$ cat config.mk
export PLATFORM = sky130hd
export DESIGN_NAME = wdt_config_bank
export DESIGN_NICKNAME = d
export VERILOG_FILES = /design/src/rtl/wdt_config_bank.sv
export SDC_FILE = /design/constraint.sdc
export NUM_CORES = 1
export LEC_CHECK = 0
export ABC_AREA = 0
export CAP_MARGIN = 20
export CORE_MARGIN = 1.5
export CORE_UTILIZATION = 25
export DETAILED_ROUTE_END_ITERATION = 12
export GPL_TIMING_DRIVEN = 1
export PLACE_DENSITY_LB_ADDON = 0.05
export REMOVE_ABC_BUFFERS = 1
export SYNTH_ARGS = -nofsm -noshare
export SYNTH_HDL_FRONTEND = slang
export SYNTH_SLANG_ARGS = --single-unit
$ cat constraint.sdc
create_clock -name clk_i -period 2.1 [get_ports clk_i]
set_input_delay 0.42 -clock clk_i [delete_from_list [all_inputs] [get_ports clk_i]]
set_output_delay 0.42 -clock clk_i [all_outputs]
set_load 0.005 [all_outputs]
$ cat src/rtl/wdt_config_bank.sv
// wdt_config_bank
//   Write-protected configuration register bank shared by NCH windowed
//   watchdog channel cores. Each channel owns FWLEN, SWLEN, SERVICE and
//   RST_LMT. Lengths and limits can only change while a two-key unlock
//   sequence has opened the bank. Service pulses are accepted at any time.
//
// Ports
//   clk_i      clock, rising edge
//   rst_n_i    asynchronous active-low reset
//   wren_i     write strobe
//   rden_i     read strobe
//   abus_i     address: MSB=0 -> {ch, reg}; MSB=1 -> bit0 selects KEY(0)/STATUS(1)
//   dbus_i     write data
//   rdata_o    registered read data, held until the next read
//   rvalid_o   one-cycle pulse marking rdata_o valid
//   fwlen_o    first-window length, ch i at [i*DW +: DW]
//   swlen_o    second-window length, same packing
//   rst_lmt_o  reset limit, same packing
//   init_o     SERVICE[4] per channel
//   flstat_o   SERVICE[2:0] per channel
//   wdsrvc_o   one-cycle service pulse per channel
//   locked_o   high unless the bank is open
//   werr_o     sticky illegal-write flag, cleared by any STATUS write
//
// state  | meaning
// LOCKED | protected regs read-only, waiting for KEY1
// ARMED  | KEY1 seen, KEY2 must follow before the arm counter expires
// OPEN   | protected regs writable until the next KEY write
module wdt_config_bank #(
  parameter int          NCH    = 2,
  parameter int          DW     = 8,
  parameter logic [7:0]  KEY1   = 8'hA5,
  parameter logic [7:0]  KEY2   = 8'h5A,
  parameter int          ARM_TO = 16,
  parameter logic [DW-1:0] FW_RST = DW'(16),
  parameter logic [DW-1:0] SW_RST = DW'(16),
  parameter logic [DW-1:0] RL_RST = DW'(3),
  localparam int         CHW    = (NCH > 1) ? $clog2(NCH) : 1,
  localparam int         AW     = CHW + 3
) (
  input  logic              clk_i,
  input  logic              rst_n_i,
  input  logic              wren_i,
  input  logic              rden_i,
  input  logic [AW-1:0]     abus_i,
  input  logic [DW-1:0]     dbus_i,
  output logic [DW-1:0]     rdata_o,
  output logic              rvalid_o,
  output logic [NCH*DW-1:0] fwlen_o,
  output logic [NCH*DW-1:0] swlen_o,
  output logic [NCH*DW-1:0] rst_lmt_o,
  output logic [NCH-1:0]    init_o,
  output logic [3*NCH-1:0]  flstat_o,
  output logic [NCH-1:0]    wdsrvc_o,
  output logic              locked_o,
  output logic              werr_o
);

  localparam int CW = (ARM_TO > 1) ? $clog2(ARM_TO) : 1;

  typedef enum logic [1:0] {
    ST_LOCKED = 2'd0,
    ST_ARMED  = 2'd1,
    ST_OPEN   = 2'd2
  } state_e;

  state_e                  state_q, state_d;
  logic [CW-1:0]           cnt_q, cnt_d;
  logic                    werr_q, werr_d;
  logic [NCH-1:0][DW-1:0]  fw_q, fw_d;
  logic [NCH-1:0][DW-1:0]  sw_q, sw_d;
  logic [NCH-1:0][DW-1:0]  rl_q, rl_d;
  logic [NCH-1:0]          init_q, init_d;
  logic [NCH-1:0][2:0]     flstat_q, flstat_d;
  logic [NCH-1:0]          wdsrvc_q, wdsrvc_d;
  logic [DW-1:0]           rdata_q, rdata_d;
  logic                    rvalid_q;

  logic            is_sys;
  logic [CHW-1:0]  ch;
  logic [1:0]      rsel;
  logic            ch_valid;
  logic            key_wr, stat_wr, ch_wr;
  logic            is_open;
  logic            werr_set;

  assign is_sys   = abus_i[AW-1];
  assign ch       = abus_i[CHW+1:2];
  assign rsel     = abus_i[1:0];
  assign ch_valid = (32'(ch) < NCH);
  assign key_wr   = wren_i &  is_sys & ~abus_i[0];
  assign stat_wr  = wren_i &  is_sys &  abus_i[0];
  assign ch_wr    = wren_i & ~is_sys;
  assign is_open  = (state_q == ST_OPEN);

  always_comb begin
    state_d  = state_q;
    cnt_d    = cnt_q;
    fw_d     = fw_q;
    sw_d     = sw_q;
    rl_d     = rl_q;
    init_d   = init_q;
    flstat_d = flstat_q;
    wdsrvc_d = '0;
    werr_set = 1'b0;

    unique case (state_q)
      ST_LOCKED: begin
        if (key_wr) begin
          if (dbus_i[7:0] == KEY1) begin
            state_d = ST_ARMED;
            cnt_d   = CW'(ARM_TO - 1);
          end else begin
            werr_set = 1'b1;
          end
        end
      end
      ST_ARMED: begin
        // A KEY write takes priority over expiry on the terminal-count cycle.
        if (key_wr) begin
          if (dbus_i[7:0] == KEY2) begin
            state_d = ST_OPEN;
          end else begin
            state_d  = ST_LOCKED;
            werr_set = 1'b1;
          end
        end else if (cnt_q == '0) begin
          state_d = ST_LOCKED;
        end else begin
          cnt_d = cnt_q - 1'b1;
        end
      end
      ST_OPEN: begin
        if (key_wr) state_d = ST_LOCKED;
      end
      default: state_d = ST_LOCKED;
    endcase

    if (ch_wr) begin
      if (!ch_valid) begin
        werr_set = 1'b1;
      end else begin
        unique case (rsel)
          2'd0: begin
            if (!is_open || dbus_i == '0) werr_set = 1'b1;
            else                          fw_d[ch] = dbus_i;
          end
          2'd1: begin
            if (!is_open || dbus_i == '0) werr_set = 1'b1;
            else                          sw_d[ch] = dbus_i;
          end
          2'd2: begin
            // Service pulse is always honoured; status bits are protected.
            wdsrvc_d[ch] = dbus_i[3];
            if (is_open) begin
              init_d[ch]   = dbus_i[4];
              flstat_d[ch] = dbus_i[2:0];
            end else if (dbus_i[4] != init_q[ch] || dbus_i[2:0] != flstat_q[ch]) begin
              werr_set = 1'b1;
            end
          end
          default: begin
            if (!is_open) werr_set = 1'b1;
            else          rl_d[ch] = dbus_i;
          end
        endcase
      end
    end

    // Clearing through STATUS wins over a same-cycle error.
    werr_d = stat_wr ? 1'b0 : (werr_q | werr_set);
  end

  // Readback samples pre-write register values.
  always_comb begin
    rdata_d = rdata_q;
    if (rden_i) begin
      rdata_d = '0;
      if (is_sys) begin
        if (abus_i[0]) rdata_d = DW'({werr_q, state_q});
      end else if (ch_valid) begin
        unique case (rsel)
          2'd0:    rdata_d = fw_q[ch];
          2'd1:    rdata_d = sw_q[ch];
          2'd2:    rdata_d = DW'({init_q[ch], 1'b0, flstat_q[ch]});
          default: rdata_d = rl_q[ch];
        endcase
      end
    end
  end

  always_ff @(posedge clk_i or negedge rst_n_i) begin
    if (!rst_n_i) begin
      state_q  <= ST_LOCKED;
      cnt_q    <= '0;
      werr_q   <= 1'b0;
      for (int i = 0; i < NCH; i++) begin
        fw_q[i] <= FW_RST;
        sw_q[i] <= SW_RST;
        rl_q[i] <= RL_RST;
      end
      init_q   <= '0;
      flstat_q <= '0;
      wdsrvc_q <= '0;
      rdata_q  <= '0;
      rvalid_q <= 1'b0;
    end else begin
      state_q  <= state_d;
      cnt_q    <= cnt_d;
      werr_q   <= werr_d;
      fw_q     <= fw_d;
      sw_q     <= sw_d;
      rl_q     <= rl_d;
      init_q   <= init_d;
      flstat_q <= flstat_d;
      wdsrvc_q <= wdsrvc_d;
      rdata_q  <= rdata_d;
      rvalid_q <= rden_i;
    end
  end

  assign fwlen_o   = fw_q;
  assign swlen_o   = sw_q;
  assign rst_lmt_o = rl_q;
  assign init_o    = init_q;
  assign flstat_o  = flstat_q;
  assign wdsrvc_o  = wdsrvc_q;
  assign rdata_o   = rdata_q;
  assign rvalid_o  = rvalid_q;
  assign locked_o  = ~is_open;
  assign werr_o    = werr_q;

endmodule

Word-level counts from Yosys, hierarchy flattened
Cells that the tools add are included.
Cells by class
  add/subtract/negate cells: 1
  $lt $le $gt $ge: 2
  eq/ne operators: 14
  mux-type cells: 50
  bitwise operators: 11
  reduce and logical (&&, ||, !) cells: 17
Operators with widths (count)
  $mux W8: 8
  $bwmux W16: 3
  $pmux W8 S3: 1
  $mux W2: 8
  $mux W4: 4
  $mux W1: 13
  $mux W3: 4
  $reduce_and A3 Y1: 4
  $ne A2 B2 Y1 const B: 5
  $demux W8 S1: 1
  $eq A8 B7 Y1 const B: 1
  $eq A8 B8 Y1 const B: 1
  $logic_not A8 Y1: 1
  $pmux W4 S2: 1
  $bwmux W6: 1
  $pmux W2 S3: 1
  $not A1 Y1: 5
  $reduce_and A5 Y1: 1
  $and A1 B1 Y1: 4
  $eq A2 B1 Y1 const B: 2
  $eq A2 B2 Y1 const B: 2
  $logic_not A2 Y1: 2
  $logic_not A4 Y1: 1
  $pmux W1 S2: 2
  other kinds (18): 19
Storage, ports and cells
  register bits: 74
  input port bits: 16
  output and inout port bits: 69
  logic and storage cells: 110

Longest topological paths before layout
  word-level depth: 10
  gate-level depth with buffers: 7
  depth with buffers taken out: 6

Worst setup path before layout
OpenSTA, ideal clock, no wires.
  path kind: input-to-reg
  start point: input dbus_i[3]
  end point: register sw_q, in the netlist swlen_o[10]
  library setup time: 0.125 ns
  arrival: 1.705 ns
  required time: 1.975 ns
  slack: 0.270 ns
  cell stages on the path: 5
  path buffers: 1
  cell sequence: clkbuf_2 nor4_2 nand2_1 nand4_4 mux2_2
On the way
  longest elaborated chain between the ends: 4
RTL lines
  from (decl): RTL line 46  | input logic [DW-1:0] dbus_i,
  $logic_not A8 Y1: RTL line 149  | if (!is_open || dbus_i == '0) werr_set = 1'b1;
  $logic_or A1 B1 Y1: RTL line 149
  $not A1 Y1 (no source line)
  $reduce_and A3 Y1 (no source line)
  to (signal assigned): RTL line 212  | sw_q <= sw_d;
  to (decl): RTL line 71  | logic [NCH-1:0][DW-1:0] sw_q, sw_d;
Every way passes these cells.
A chain may end at the register's enable or synchronous reset.

Worst setup path in the final report
  start point: input abus_i[3]
  end point: register sw_q, in the netlist swlen_o[11]
On the way
  longest elaborated chain between the ends: 3
RTL lines
  from (decl): RTL line 45  | input logic [AW-1:0] abus_i,
  $not A1 Y1: RTL line 93  | assign ch_wr = wren_i & ~is_sys;
  $and A1 B1 Y1: RTL line 93
  $reduce_and A3 Y1 (no source line)
Every way passes these cells.

==> qor.txt <==
NumNets Final: 416
Port bufs: 84
Die Y: 124.0 µm
Clk buf depth: 2
Clock-pin slew on the worst setup and hold paths: 0.06 ns
DP HPWL: 8647 µm
CTS tree: yes
DIE AREA: 15380 µm²
Synthesized area per cell: 13.26 µm²
Post-synthesis compound-gate area fraction: 0.05844
First-pass DRT Iterations: 6
# IOs: 85
Max-cap violations: 0
Main combinational cell family by area after synthesis: multiplexers
Worst setup SP type: input pin
Row count: 44
Die W: 124.0 µm
Fmax achieved: 493.8 MHz
Cts-stage hold buffer count: 0
Largest net degree at the start of global routing: 39
Worst Hold Slack: 0.05092 ns
Antenna Cells: 0
Initial DRC count: 96
Fraction of registers with async set/reset: 1.000
WL per Instance: 20.14 µm
Clk_lat worst skew: 0.35 ns
#FFs+latches synth: 74
GR Util All Layers: 0.1656
Crit Path Class: in2reg
Sequential share of the synthesized area: 0.5085
CP Max Fanout: 8
Worst path required time: 2.33 ns
Core area: 14420 µm²
Filler Cells Inserted: 1471
Simple-gate area share of the yosys netlist: 0.1183
Worst EP arrival: 2.25 ns
Post-synth cell types: 52
R2r setup slk: 0.30 ns
Layout cells sized above 1: 0.3738
Outcome: finished, final reports clean
Cell count after synthesis: 276
Tmin final: 2.025 ns
Post-synthesis mux area share: 0.2649
Post-Synth Adder-Cell Area: 0.003418
Max rail drop VDD: 0.4083 mV
Clock Skews: 0.009825 ns
Final setup violation count: 0
Starting density of the core: 0.2538
CTS Buf Count: 9
Final Cycle Share: 0.9643
R2r endpoint: swlen_o[11]
First-pass GRT wire length: 17910 µm
Area Growth Syn to Fin: 47.30%
Final hold vios: 0
R2r worst-path depth: 6
Placed cell area: 4976 µm²
Final instance area: 5393 µm²
Synth Cell Area: 3661 µm²
Power, Total: 4.179 mW
EDFF count, synth: 0
Vias in the first global route: 2870
Worst Tran Pin Value: 0.5477 ns
Root Driver: clkbuf_16
Vias: 2737
Pwr Density: 774.9 nW/µm²
Hold Crit Class: in2async
Synth warn: 0
Worst r2r src: state_q[0]
Post-synth top flop: dfrtp_1
Wirelength, routed: 11840 µm
DRT antenna net count: 0
Vias per cell: 4.655
Global route overflow: 0
CTS Sinks: 74
Lkg Pwr: 2.360 nW
Relative slew slack: 0.6349
Initial antenna violation count: 0
CTS H-tree depth: 3
Routability cong.: 0.7296
XOR/XNOR Fraction of Synth Area: 0.01196
Residual DRC: 0
Crit. End Element: register
Final Slew Violations: 0
[metrics by stage]
stage          setup TNS [ns]  setup WS (ns)  cells  utilization
3_3_place_gp           -19.61        -0.5550    569       0.3450
3_5_place_dp           -18.95        -0.5422    569       0.3450
5_1_grt              -0.01644      -0.009759    588       0.3739
2_1_floorplan               0         0.3506    259            -
4_1_cts                     0        0.01756    585       0.3700
6_report                    0        0.07504    588       0.3739
[cells by family (layout without fill, tap and decap cells)]
| logic type | after synthesis | count (layout) |
|---|---|---|
| AO/OA/AOI/OAI | 31 | 31 |
| XOR/XNOR | 5 | 5 |
| adder cells (fa/ha/maj) | 1 | 1 |
| buffers and inverters | 27 | 155 |
| flip-flops | 74 | 74 |
| multiplexers | 81 | 81 |
| AND/OR/NAND/NOR | 57 | 57 |
[registers in the layout, indices dropped and copies added (netlist names)]
name and cells:
state_q 2, swlen_o 16, rvalid_o 1, cnt_q 4, init_o 2, rst_lmt_o 16
flstat_o 6, fwlen_o 16, rdata_o 8, werr_o 1, wdsrvc_o 2
[layout by cell type (no fill, tap or decap), types with 8 or more instances in the layout]
cell	count
o211ai_1	8
dfstp_2	8
mux2_2	55
inv_1	8
o21ai_0	9
clkbuf_16	9
mux2i_1	15
nand3_1	15
buf_4	42
dfrtp_1	66
clkdlybuf4s50_1	80
[cells in the mapped netlist, types with 2 or more instances]
library cell  count  area (µm²)
dfrtp_1          66        1652
mux2_2           56       630.6
mux2i_1          17       170.2
nand3_1          15       75.07
o21ai_0           9       45.04
clkbuf_1          8       30.03
dfstp_2           8       210.2
inv_1             8       30.03
o211ai_1          8       60.06
mux4_2            7       157.7
nand2_1           7       26.28
nand4_1           5       31.28
nor2_1            5       18.77
xor2_1            5       43.79
buf_2             4       20.02
o22ai_1           4       25.02
buf_4             3       22.52
o21a_1            3       22.52
nand3_4           2       35.03
nand3b_1          2       15.01
nor2b_1           2       12.51
nor3_1            2       10.01
[routing by layer]
metal | track usage | up-vias | wire [µm]
li1 | - | 1273 | -
met1 | 0.2382 | 1392 | 5814
met2 | 0.2417 | 60 | 5393
met3 | 0.03159 | 12 | 463
met4 | 0.07102 | 0 | 174
met5 | 0 | - | 0
[area by class of cell]
cell class	count	area [µm²]	area share
Sequential cell	74	1862	0.3452
Multi-Input combinational cell	175	1700	0.3153
Timing Repair Buffer	129	1221	0.2264
Tap cell	184	230.2	0.04269
Clock buffer	9	225.2	0.04176
Clock inverter	7	116.4	0.02158
Inverter	10	37.54	0.006961
[worst max-delay path, cell delays in order]
cell and delay, ns:
clkdlybuf4s50_1 0.43, and2b_2 0.27, buf_4 0.13, nor3b_4 0.23
buf_4 0.16, nand4_4 0.23, mux2_4 0.38
[worst max path at each step]
stage,startpoint,endpoint
4_1_cts,dbus_i[5],swlen_o[10]
3_5_place_dp,dbus_i[5],swlen_o[11]
3_3_place_gp,dbus_i[5],swlen_o[11]
5_1_grt,abus_i[3],swlen_o[11]
6_report,abus_i[3],swlen_o[11]
2_1_floorplan,abus_i[3],swlen_o[0]
[power breakdown]
part           switching [mW]  total [mW]  leakage [nW]  internal (mW)
registers               0.115        1.68         0.964           1.57
clock network           0.634        1.79         0.166           1.16
logic                   0.273       0.704          1.23          0.432
total                    1.02        4.18          2.36           3.16
[timing repair]
item                                    in CTS  in global routing
hold endpoints to repair                     0                  0
setup buffers                                0                  3
pin swaps                                    1                  5
gates resized for setup                      3                  7
endpoints found under the setup margin      25                 34
Note: power is estimated with default switching activity, not from simulation.
